File: src/rtl/fixed_divide_seq.sv
// Sequential signed fixed-point divider: restoring division over a widened dividend,
// one quotient bit per cycle, with rounding, saturation and a pass-through tag.
module fixed_divide_seq #(
    parameter int D_WIDTH   = 32,
    parameter int Q_BITS    = 10,
    parameter int TAG_WIDTH = 8
) (
    input  logic                 clock,
    input  logic                 reset,
    input  logic [D_WIDTH-1:0]   dividend,
    input  logic [D_WIDTH-1:0]   divisor,
    input  logic                 round_mode,
    input  logic [TAG_WIDTH-1:0] in_tag,
    input  logic                 in_valid,
    output logic                 in_ready,
    output logic [D_WIDTH-1:0]   quotient,
    output logic [TAG_WIDTH-1:0] out_tag,
    output logic                 div_by_zero,
    output logic                 overflow,
    output logic                 out_valid,
    input  logic                 out_ready
);

    localparam int N     = D_WIDTH + Q_BITS;
    localparam int CNT_W = $clog2(N + 1);

    localparam logic [N:0]         MAX_MAG_C = {{(Q_BITS + 2){1'b0}}, {(D_WIDTH - 1){1'b1}}};
    localparam logic [N:0]         MIN_MAG_C = {{(Q_BITS + 1){1'b0}}, 1'b1, {(D_WIDTH - 1){1'b0}}};
    localparam logic [D_WIDTH-1:0] Q_MAX_C   = {1'b0, {(D_WIDTH - 1){1'b1}}};
    localparam logic [D_WIDTH-1:0] Q_MIN_C   = {1'b1, {(D_WIDTH - 1){1'b0}}};

    typedef enum logic [1:0] {
        IDLE = 2'd0,
        DIV  = 2'd1,
        FIX  = 2'd2,
        DONE = 2'd3
    } state_t;

    // The most negative operand maps to 2^(D_WIDTH-1), which still fits unsigned.
    function automatic logic [D_WIDTH-1:0] abs_val(input logic [D_WIDTH-1:0] v);
        if (v[D_WIDTH-1]) begin
            abs_val = ~v + {{(D_WIDTH - 1){1'b0}}, 1'b1};
        end else begin
            abs_val = v;
        end
    endfunction

    state_t               state_r, state_s;
    logic [N-1:0]         a_r, q_r;
    logic [D_WIDTH-1:0]   b_r;
    logic [D_WIDTH:0]     r_r;
    logic [CNT_W-1:0]     cnt_r;
    logic                 sign_r, dsign_r, round_r, zero_r;
    logic [TAG_WIDTH-1:0] tag_r;

    logic                 accept_s, last_step_s, ge_s, round_up_s;
    logic [D_WIDTH:0]     r_shift_s, r_next_s;
    logic [N:0]           mag_s;
    logic [D_WIDTH-1:0]   fix_q_s;
    logic                 fix_dz_s, fix_ov_s;

    assign in_ready    = !reset && ((state_r == IDLE) || ((state_r == DONE) && out_ready));
    assign accept_s    = in_valid && in_ready;
    assign last_step_s = (cnt_r == CNT_W'(N - 1));

    // Next-state logic
    always_comb begin
        state_s = state_r;
        case (state_r)
            IDLE: begin
                if (in_valid) state_s = DIV;
                else          state_s = IDLE;
            end
            DIV: begin
                if (last_step_s) state_s = FIX;
                else             state_s = DIV;
            end
            FIX:     state_s = DONE;
            DONE: begin
                if (out_ready) state_s = in_valid ? DIV : IDLE;
                else           state_s = DONE;
            end
            default: state_s = IDLE;
        endcase
    end

    // State register
    always_ff @(posedge clock) begin
        if (reset) state_r <= IDLE;
        else       state_r <= state_s;
    end

    // One restoring step and the final round/saturate stage
    always_comb begin
        r_shift_s  = {r_r[D_WIDTH-1:0], a_r[N-1]};
        ge_s       = (r_shift_s >= {1'b0, b_r});
        r_next_s   = ge_s ? (r_shift_s - {1'b0, b_r}) : r_shift_s;
        round_up_s = round_r && ({r_r, 1'b0} >= {2'b00, b_r});
        mag_s      = {1'b0, q_r} + {{N{1'b0}}, round_up_s};
        fix_q_s    = {D_WIDTH{1'b0}};
        fix_dz_s   = 1'b0;
        fix_ov_s   = 1'b0;
        if (zero_r) begin
            fix_q_s  = dsign_r ? Q_MIN_C : Q_MAX_C;
            fix_dz_s = 1'b1;
        end else if (!sign_r && (mag_s > MAX_MAG_C)) begin
            fix_q_s  = Q_MAX_C;
            fix_ov_s = 1'b1;
        end else if (sign_r && (mag_s > MIN_MAG_C)) begin
            fix_q_s  = Q_MIN_C;
            fix_ov_s = 1'b1;
        end else begin
            fix_q_s = sign_r ? (~mag_s[D_WIDTH-1:0] + {{(D_WIDTH - 1){1'b0}}, 1'b1})
                             : mag_s[D_WIDTH-1:0];
        end
    end

    // Operand capture, iteration registers and output registers
    always_ff @(posedge clock) begin
        if (reset) begin
            a_r         <= {N{1'b0}};
            q_r         <= {N{1'b0}};
            b_r         <= {D_WIDTH{1'b0}};
            r_r         <= {(D_WIDTH + 1){1'b0}};
            cnt_r       <= {CNT_W{1'b0}};
            sign_r      <= 1'b0;
            dsign_r     <= 1'b0;
            round_r     <= 1'b0;
            zero_r      <= 1'b0;
            tag_r       <= {TAG_WIDTH{1'b0}};
            quotient    <= {D_WIDTH{1'b0}};
            out_tag     <= {TAG_WIDTH{1'b0}};
            div_by_zero <= 1'b0;
            overflow    <= 1'b0;
            out_valid   <= 1'b0;
        end else begin
            if (accept_s) begin
                sign_r  <= dividend[D_WIDTH-1] ^ divisor[D_WIDTH-1];
                dsign_r <= dividend[D_WIDTH-1];
                a_r     <= {abs_val(dividend), {Q_BITS{1'b0}}};
                b_r     <= abs_val(divisor);
                round_r <= round_mode;
                zero_r  <= (divisor == {D_WIDTH{1'b0}});
                tag_r   <= in_tag;
                r_r     <= {(D_WIDTH + 1){1'b0}};
                q_r     <= {N{1'b0}};
                cnt_r   <= {CNT_W{1'b0}};
            end else if (state_r == DIV) begin
                r_r   <= r_next_s;
                a_r   <= {a_r[N-2:0], 1'b0};
                q_r   <= {q_r[N-2:0], ge_s};
                cnt_r <= cnt_r + CNT_W'(1);
            end
            if (state_r == FIX) begin
                quotient    <= fix_q_s;
                div_by_zero <= fix_dz_s;
                overflow    <= fix_ov_s;
                out_tag     <= tag_r;
                out_valid   <= 1'b1;
            end else if ((state_r == DONE) && out_ready) begin
                out_valid <= 1'b0;
            end
        end
    end

endmodule
File: config.mk
export PLATFORM = sky130hd
export DESIGN_NAME = fixed_divide_seq
export DESIGN_NICKNAME = d
export VERILOG_FILES = /design/src/rtl/fixed_divide_seq.sv
export SDC_FILE = /design/constraint.sdc
export NUM_CORES = 1
export LEC_CHECK = 0
export CAP_MARGIN = 20
export CORE_ASPECT_RATIO = 1.4
export CORE_MARGIN = 4
export CORE_UTILIZATION = 53
export DETAILED_ROUTE_END_ITERATION = 7
export GPL_TIMING_DRIVEN = 1
export PLACE_DENSITY = 0.78
export SETUP_SLACK_MARGIN = 0.02
export SLEW_MARGIN = 20
export SYNTH_ARGS = -nofsm -noshare
export SYNTH_HDL_FRONTEND = slang
export SYNTH_SLANG_ARGS = --single-unit
File: constraint.sdc
create_clock -name clock -period 5.2 [get_ports clock]
set_input_delay 1.04 -clock clock [delete_from_list [all_inputs] [get_ports clock]]
set_output_delay 1.04 -clock clock [all_outputs]
set_load 0.01 [all_outputs]
==> metrics.md <==
| Metric | Value |
|---|---|
| Clock latency on the worst-skew pair | 0.52 ns |
| Rel. slew slack | 32.8% |
| DR WL/cell | 16.8 um |
| Startpoint Class | register |
| Top-area cell type share of the netlist area | 31.5% |
| Max_cap viols | 0 |
| Pin slew with the least headroom to its limit | 1.01 ns |
| Core area | 23900 sq um |
| CP Cell Sequence | inv_1 -> ha_1 -> nand4_1 -> or3_4 -> nor4_2 -> inv_1 -> o221ai_1 -> o21a_1 -> ha_2 -> ha_4 -> nand4_4 -> buf_6 -> or4_4 -> buf_4 -> nor2_4 -> xnor2_2 -> or4_4 -> nor4_4 -> buf_4 -> o21a_4 -> a21oi_4 -> buf_12 -> a31oi_1 |
| IO Port Bufs | 120 |
| CTS max path bufs | 3 |
| Clk pin slew, worst setup/hold paths | 0.06 ns |
| Initial core utilization | 53.8% |
| Initial antenna violation count | 1 |
| Async SR Flop Fraction | 0% |
| Synthesis-to-finish area growth | 24.8% |
| Vias in the first global route | 12500 |
| #FFs+latches synth | 202 |
| Final Hold Fails | 0 |
| Peak VDD IR | 0.000276 V |
| Register area share after synthesis | 31.5% |
| Leakage | 5.98 nW |
| Cell Pwr Density | 301 nW/um^2 |
| Largest net degree at the start of global routing | 98 |
| Gp weighted congestion | 0.962 |
| Rows | 67 |
| Fmax | 197 MHz |
| CTS Hold Bufs | 0 |
| Final setup violation count | 0 |
| Nets | 1995 |
| GRT overflow | 0 |
| Detailed-placement wirelength estimate | 25900 um |
| Syn avg cell area | 7.42 sq um |
| Post-Syn Nets | 1851 |
| Post-synth top area cell | dfxtp_1 |
| Area of the mapped netlist | 12900 sq um |
| CTS tree | built |
| Post-Route WL | 37100 um |
| CP Class | register to register |
| Die Y | 192 um |
| Fin crit share | 97.5% |
| Min-delay worst type | register to register |
| Die Wd | 140 um |
| Synth top cells by count | nand2_1, dfxtp_1, a21oi_1, nor2_1, o21ai_0 |
| Routed Antenna Nets | 0 |
| CP peak stage delay | 0.52 ns |
| Critical path arrival | 5.50 ns |
| Critical Path RT | 5.63 ns |
| Vias per cell | 5.95 |
| Netlist cell types | 75 |
| Die area | 26800 sq um |
| Pre-Repair DR Iteration Count | 5 |
| Critical path endpoint category | register |
| Tot GR Track Use | 25.5% |
| CTS buffer count | 23 |
| Post-layout min period | 5.07 ns |
| Initial DRC count | 845 |
| Outcome | completed |
| H-tree depth | 1 |
| Top-count cell post-synth | nand2_1 |
| Largest cells by area after synthesis | dfxtp_1, nand2_1, xnor2_1 |
| Vias | 13100 |
| Crit Path Max Fanout | 18 |
| Dpl cell area | 14800 sq um |
| Clock skew | 0.0112 ns |
| Num Clock Sinks | 202 |
| Layout cells sized above 1 | 12.2% |
| Final max-slew violation count | 0 |
| Post-route cell area | 16000 sq um |
| Synth warnings | 0 |
| Root Buffer | clkbuf_16 |
| Slowest cell on crit path | or4_4 |
| I/O Pins | 121 |
| Filler cells | 1991 |
| Final Power | 4.83 mW |
| Residual DRC | 0 |
| First-pass GRT wire length | 58400 um |
| Number of synthesized flops with an enable pin | 0 |
| Post-synthesis cell count | 1733 |
| Main synth FF type | dfxtp_1 |
==> metal layers <==
| metal | vias to the layer above | routed length, um | GRT usage, % | share of wire (%) |
|---|---|---|---|---|
| li1 | 6403 | - | - | - |
| met1 | 6177 | 14100 | 26.9 | 38 |
| met2 | 403 | 19600 | 49.1 | 53 |
| met3 | 140 | 1330 | 2.53 | 3.6 |
| met4 | 0 | 2100 | 14.5 | 5.6 |
| met5 | - | 0 | 0 | 0 |
==> power by group <==
| group | internal (mW) | total (mW) | switching, mW | leakage (nW) |
|---|---|---|---|---|
| clock network | 0.962 | 1.63 | 0.671 | 0.371 |
| registers | 1.63 | 1.69 | 0.0567 | 1.64 |
| logic | 0.657 | 1.50 | 0.848 | 3.96 |
==> worst max-delay path, delay by kind of cell, from the launching register on <==
| family | cells | cell delay (ns) |
|---|---|---|
| adder cells (fa/ha/maj) | 3 | 0.66 |
| XOR/XNOR | 1 | 0.08 |
| AND/OR/NAND/NOR | 8 | 2.35 |
| AO/OA/AOI/OAI | 5 | 0.80 |
| buffers and inverters | 6 | 0.77 |
| flip-flops | 1 | 0.31 |
==> cell type report <==
type	count	area (sq um)	share of cell area [%]
Antenna cell	1	2.50	0.0156
Clock buffer	30	632	3.94
Clock inverter	12	130	0.811
Inverter	59	221	1.38
Multi-Input combinational cell	1348	8450	52.7
Sequential cell	202	4040	25.2
Tap cell	310	388	2.42
Timing Repair Buffer	243	2180	13.6
==> path summary, 6_finish.rpt <==
path	from	to	slack, ns	depth (start not counted)
worst max-delay path	b_r[9]$_SDFFE_PP0P_	quotient[21]$_SDFFE_PP0P_	0.13	23
worst min-delay path	tag_r[7]$_SDFFE_PP0P_	out_tag[7]$_SDFFE_PP0P_	0.45	2
worst max register to register	b_r[9]$_SDFFE_PP0P_	quotient[21]$_SDFFE_PP0P_	0.13	23
worst min register to register	tag_r[7]$_SDFFE_PP0P_	out_tag[7]$_SDFFE_PP0P_	0.45	2
==> cell families (layout without fill, tap and decap cells) <==
| family | count (synthesis) | in the layout | share of synthesized area (%) |
|---|---|---|---|
| AOI/OAI and AO/OA | 459 | 459 | 22.3 |
| xor gates and xnor gates | 156 | 156 | 10.6 |
| adders and majority gates | 41 | 41 | 4.05 |
| buffers and inverters | 183 | 344 | 5.63 |
| DFF | 202 | 202 | 31.5 |
| muxes | 5 | 5 | 0.399 |
| other | 0 | 1 | 0 |
| and+or+nand+nor | 687 | 687 | 25.5 |
==> through the flow <==
step | util, % | hold WS (ns) | TNS [ns] | instances | setup WS [ns]
floorplan | - | 0.432 | 0 | 1733 | 0.0206
global placement | 62.0 | 0.438 | -0.907 | 2148 | -0.0785
detailed placement | 62.0 | 0.445 | -4.50 | 2148 | -0.218
CTS | 65.4 | 0.455 | 0 | 2191 | 0.0250
global route | 67.2 | 0.472 | -2.49 | 2205 | -0.140
finish | 67.2 | 0.451 | 0 | 2205 | 0.132
==> registers in the layout, indices dropped and copies added (netlist names) <==
signal / cells
q_r: 42
r_r: 33
a_r: 32
b_r: 32
quotient: 32
out_tag: 8
tag_r: 8
cnt_r: 6
state_r: 2
div_by_zero: 1
dsign_r: 1
out_valid: 1
overflow: 1
round_r: 1
sign_r: 1
zero_r: 1
==> repair_timing <==
item / 4_1_cts / 5_1_grt
buffers inserted: 0 / 10
setup endpoints to repair: 32 / 33
endpoints found under the hold margin: 0 / 0
pin swaps: 1 / 20
gates cloned: 1 / 2
gates resized for setup: 13 / 52
==> layout by cell type (no fill, tap or decap), types with 6 or more instances in the layout <==
cell / n
o21ai_1: 8
o211ai_1: 8
clkbuf_16: 23
o21ai_0: 106
inv_1: 57
clkdlybuf4s50_1: 118
o41ai_1: 7
a311oi_1: 32
nand4_1: 19
xor2_1: 69
a21oi_1: 147
nor2b_1: 8
buf_4: 114
nand3b_1: 16
ha_4: 7
a31oi_1: 25
nand2b_1: 6
o31ai_1: 27
ha_1: 32
or4_1: 15
and3_1: 14
nor2_1: 113
nor3_1: 36
or4_4: 6
xnor2_1: 84
a211oi_1: 23
dfxtp_1: 202
or3_1: 42
nand3_1: 32
nand2_1: 316
a21o_1: 21
nor4_1: 12
and2_1: 6
(Power assumes the default switching activity.)
==> RTL change 1: new RTL, config.mk and constraints unchanged <==
Encoding of `state_t`: now one-hot (4 bits for 4 states).
--- a/src/rtl/fixed_divide_seq.sv
+++ b/src/rtl/fixed_divide_seq.sv
@@ -29,11 +29,11 @@
     localparam logic [D_WIDTH-1:0] Q_MAX_C   = {1'b0, {(D_WIDTH - 1){1'b1}}};
     localparam logic [D_WIDTH-1:0] Q_MIN_C   = {1'b1, {(D_WIDTH - 1){1'b0}}};
 
-    typedef enum logic [1:0] {
-        IDLE = 2'd0,
-        DIV  = 2'd1,
-        FIX  = 2'd2,
-        DONE = 2'd3
+    typedef enum logic [3:0] {
+        IDLE = 4'b0001,
+        DIV  = 4'b0010,
+        FIX  = 4'b0100,
+        DONE = 4'b1000
     } state_t;
 
     // The most negative operand maps to 2^(D_WIDTH-1), which still fits unsigned.
Function: no difference found for any inputs over 10 cycles, from zero or initial values and one cycle with reset high; not proved beyond that.
==> RTL change 1 against the unedited design <==
Setup slack better by 170 ps; wire length is 2.3% higher; non-clock buffer count down 59; sequential cell count increased by 2; global-route usage rose by 1.1 points; synthesized area up 2.6%; combinational power down 42%; sequential share of layout area up 0.65 points; core utilization shrank 2.9 points; cell area decreased by 1.5%; power decreased by 13%.
==> RTL change 1: results (changes against the unedited design) <==
Place
  • Setup WS pre-CTS: 48.2 ps (was -218 ps)
  • Post-DP HPWL: 26900 um (was 25900 um)
  • GPL Wtd Cong: 0.982 (was 0.962)
  • DP Area: 14800 um^2 (about the same)
  • Cell count after placement: 2158 (was 2148)
  • PortBufs: 120 (unchanged)

Worst setup path
  • Crit path DAT: 5290 ps (was 5500 ps)
  • Crit-path max FO: 17 (was 18)
  • Worst setup startpoint: b_r[19]$_SDFFE_PP0P_ (was b_r[9]$_SDFFE_PP0P_)
  • Max stage delay on crit path: 530 ps
  • Slowest stage cell, crit path: nor4_1 (was or4_4)

Synth
  • Main synth FF type: dfxtp_1 (unchanged)
  • Synth cell types: 79 (was 75)
  • Yosys warns: 0 (unchanged)
  • Post-synthesis sequential area ratio: 31.0% (was 31.5%)
  • Top cells by count, synth: nand2_1, dfxtp_1, a21oi_1 (unchanged)
  • Synth Area per Inst: 7.38 um^2 (was 7.42 um^2)
  • Syn Nets: 1906 (was 1851)
  • Synth area leaders: dfxtp_1, nand2_1, a21oi_1 (was dfxtp_1, nand2_1, xnor2_1)
  • Ys async rst share: 0% (unchanged)

STA
  • Max-slew headroom: 38.7% (was 32.8%)
  • Worst Clk Skew: 11.8 ps (was 11.2 ps)
  • # setup viols final: 0 (unchanged)

Route
  • Detailed-route wire length: 38000 um (was 37100 um)
  • Detailed Route Iter0 Violations: 906 (was 845)
  • DR WL/cell: 17.2 um (was 16.8 um)
  • Via count: 13.4k (was 13.1k)
  • Drt pass-1 iters: 6 (was 5)

CTS
  • Clock Tree Root: clkbuf_16 (unchanged)
  • Worst-path clk slew: 60 ps (about the same)
  • H-tree Lvls: 1 (unchanged)
  • CTS Buffer Depth: 3 (unchanged)
  • Cts bufs inserted: 23 (unchanged)
  • Worst skew pair latency: slightly above 500 ps

Status
  • Status: complete, no violations (unchanged)

Cells and area
  • N_diodes: 0 (was 1)
  • Final-stage net count: 1991 (was 1995)
  • Largest regs: q_r (42), r_r (33) (unchanged)
  • Share of layout cells above drive strength 1: 9.16% (was 12.2%)

Global routing
  • Global-route wire length before repair: 62100 um (was 58400 um)
  • Largest net degree at the start of global routing: 141 (was 98)
  • Initial antenna violation count: 0 (was 1)
  • Global Route Usage Sum: 26.6% (was 25.5%)

Power and ir drop
  • Switching Fraction: 29.4% (was 32.7%)
  • Lkg Pwr: 5.79 nW (was 5.98 nW)
  • Peak supply drop: 0.256 mV (was 0.276 mV)

Min path
  • Hold Path Class: flop to flop (unchanged)
  • Hold Crit Start: tag_r[3]$_SDFFE_PP0P_ (was tag_r[7]$_SDFFE_PP0P_)
==> RTL change 1: cell types whose count changed after synthesis, sizes merged, moves of 11 or more <==
cell    before  now
a21oi      149  171
a211oi      23   44
or3         43   19
nand2      317  291
a31oi       29   13
nand3       37   56
nor2       118  145
xor2        70   49
a21o        21   10
==> RTL change 1: per-stage QoR <==
step | power, mW | utilization (%) | setup TNS [ps]
floorplan | 2.31 | - | 0
global placement | 2.54 | 60.2 | 0
detailed placement | 2.55 | 60.2 | 0
CTS | 4.20 | 63.3 | 0
global route | 4.39 | 64.2 | -121
finish | 4.18 | 64.2 | 0
==> RTL change 1: final timing paths <==
| check | endpoint | cells past startpoint | slack (ps) |
|---|---|---|---|
| worst max register to register | quotient[15]$_SDFFE_PP0P_ | 23 | 310 |
| worst min register to register | out_tag[3]$_SDFFE_PP0P_ | 2 | 450 |
| worst max-delay path | quotient[15]$_SDFFE_PP0P_ | 23 | 310 |
| worst min-delay path | out_tag[3]$_SDFFE_PP0P_ | 2 | 450 |
==> RTL change 1: cell type report <==
type,count,area [um^2]
sequential,204,4080
multi-input combinational,1398,8610
clock buffer,27,621
inverter,62,233
fill,2187,8790
tap,315,394
timing repair buffer,184,1710
clock inverter,14,146
==> RTL change 1: kinds of logic after synthesis <==
kind of cell               synth area share [%]
and+or+nand+nor                            25.2
AOI/OAI and AO/OA                          24.9
DFF                                        31.0
buffers and inverters                      5.56
xor gates and xnor gates                   8.37
adders and majority gates                  3.95
muxes                                      1.15
==> RTL change 1: what timing repair did <==
| item | in CTS | in global routing |
|---|---|---|
| hold buffers | 0 | 0 |
| pin swaps | 0 | 13 |
| buffers inserted | 0 | 5 |
| setup endpoints to repair | 1 | 33 |
| resized for setup | 1 | 44 |
==> RTL change 1: power groups by stage <==
stage               sequential (mW)  combinational [mW]  clock, mW
finish                         1.68               0.863       1.64
CTS                            1.68               0.843       1.67
global route                   1.69               0.955       1.74
global placement               1.71               0.823          0
detailed placement             1.72               0.833          0
floorplan                      1.71               0.604          0
==> RTL change 1: per-layer routing <==
layer	global-route usage, %	share of wire [%]	vias to the layer above
li1	-	-	6592
met1	29.5	38	6265
met2	49.3	52	375
met3	2.66	3.9	137
met4	14.1	5.7	0
met5	0	0	-
==> RTL change 1: critical path, delay by kind of cell, from the launching register on <==
kind / cells / cell delay, ps
buffers and inverters: 5 / 770
adders and majority gates: 3 / 790
and+or+nand+nor: 9 / 2000
DFF: 1 / 330
AOI/OAI and AO/OA: 6 / 860
==> RTL change 2: new RTL, config.mk and constraints unchanged <==
Made on the original files. `Q_BITS`: 10 -> 20.
--- a/src/rtl/fixed_divide_seq.sv
+++ b/src/rtl/fixed_divide_seq.sv
@@ -2,7 +2,7 @@
 // one quotient bit per cycle, with rounding, saturation and a pass-through tag.
 module fixed_divide_seq #(
     parameter int D_WIDTH   = 32,
-    parameter int Q_BITS    = 10,
+    parameter int Q_BITS    = 20,
     parameter int TAG_WIDTH = 8
 ) (
     input  logic                 clock,
Formal check against the unedited RTL: no difference found for any inputs over 10 cycles, from zero or initial values and one cycle with reset high; that may be too few to reach the edited logic, so the function may still have changed.
==> RTL change 2 against the unedited design <==
First-iteration DRC count up 5.7%; final cell count is 9.4% higher; highest routed layer unchanged; combinational power is 10% higher; cell area grew 15%; non-clock buffer count is 103 higher; power up 4.6%; wire length grew 11%; largest cell class unchanged; setup slack got worse by 400 ps; sequential cell count up 10; count of clock-buffer cells in the layout unchanged; die area rose by 7.2%; the flow now finishes with violations (setup timing); synthesized area up 7.6%.
==> RTL change 2: results (changes against the unedited design) <==
Status
  • Status: finished with violations (was complete, no violations)
  • Failing checks: setup timing

Min path
  • Hold Path Sink: out_tag[5]$_SDFFE_PP0P_ (was out_tag[7]$_SDFFE_PP0P_)
  • Hold Crit Start: tag_r[5]$_SDFFE_PP0P_ (was tag_r[7]$_SDFFE_PP0P_)

Power and ir drop
  • Lkg Pwr: 7.23 nW (was 5.98 nW)
  • Peak supply drop: 0.188 mV (was 0.276 mV)

Cells and area
  • Layout Utilization: 72.4% (was 67.2%)
  • Share of layout cells above drive strength 1: 21.1% (was 12.2%)
  • Largest regs: q_r (52), r_r (33) (was q_r (42), r_r (33))
  • Final Non-Filler Cells: 2412 (was 2205)
  • Count of multi-input gates: 1433 (was 1348)
  • Final-stage net count: 2194 (was 1995)
  • Fillers: 1952 (was 1991)

Global routing
  • Global Route Usage Sum: 26.8% (was 25.5%)
  • Met2 Use GR: 50.4% (was 49.1%)
  • Global-route wire length before repair: 65000 um (was 58400 um)
  • Number of global-route vias before repair: 14.0k (was 12.5k)
  • Largest net degree at the start of global routing: 99 (was 98)
  • Initial antenna violation count: 0 (was 1)
  • Met1 Usage GRT: 29.6% (was 26.9%)

Worst setup path
  • Worst r2r src: b_r[7]$_SDFFE_PP0P_ (was b_r[9]$_SDFFE_PP0P_)
  • Crit path DAT: 5930 ps (was 5500 ps)
  • R2R Path End: quotient[18]$_SDFFE_PP0P_ (was quotient[21]$_SDFFE_PP0P_)
  • Crit-path max FO: 7 (was 18)
  • Max stage delay on crit path: 540 ps (was 520 ps)

Synth
  • Synth area leaders: dfxtp_1, nand2_1, xnor2_1 (unchanged)
  • Syn Nets: 1959 (was 1851)
  • Synth Area per Inst: 7.51 um^2 (was 7.42 um^2)

STA
  • Setup TNS: -5190 ps (was 0 ps)
  • Final worst slack: -265 ps (was 132 ps)
  • # setup viols final: 32 (was 0)
  • Hold_ws: 452 ps (was 451 ps)
  • Worst Clk Skew: 14.3 ps (was 11.2 ps)

Place
  • Setup WS pre-CTS: -420 ps (was -218 ps)
  • Cell count after placement: 2335 (was 2148)

Route
  • Met2 WL: 21600 um (was 19600 um)
  • WL met1: 15600 um (was 14100 um)
  • Met3 WL post-DR: 1640 um (was 1330 um)
  • Detailed-route wire length: 41000 um (was 37100 um)
RTL change 2: cell count changes after synthesis, moves of 17 or more:
cell      change
mux2i_1      +24
xor2_1       -17
a22o_1       +29
o21ai_0      -17
a211oi_1     +21
nand3_1      +30
a31oi_1      -17
RTL change 2: kinds of logic (layout without fill, tap and decap cells):
group,count (synthesis),after routing,share of synthesized area (%)
buffers and inverters,197,448,5.72
XOR/XNOR,139,139,8.80
AO/OA/AOI/OAI,488,488,23.4
flip-flops,212,212,30.7
AND/OR/NAND/NOR,737,737,25.6
adder cells (fa/ha/maj),40,40,3.67
multiplexers,29,29,2.11
RTL change 2: report_power, final:
group | leakage (nW) | switching [mW] | total [mW] | internal, mW
clock network | 0.369 | 0.677 | 1.64 | 0.961
registers | 1.73 | 0.0565 | 1.76 | 1.70
logic | 5.13 | 0.878 | 1.65 | 0.774
total | 7.23 | 1.61 | 5.05 | 3.43
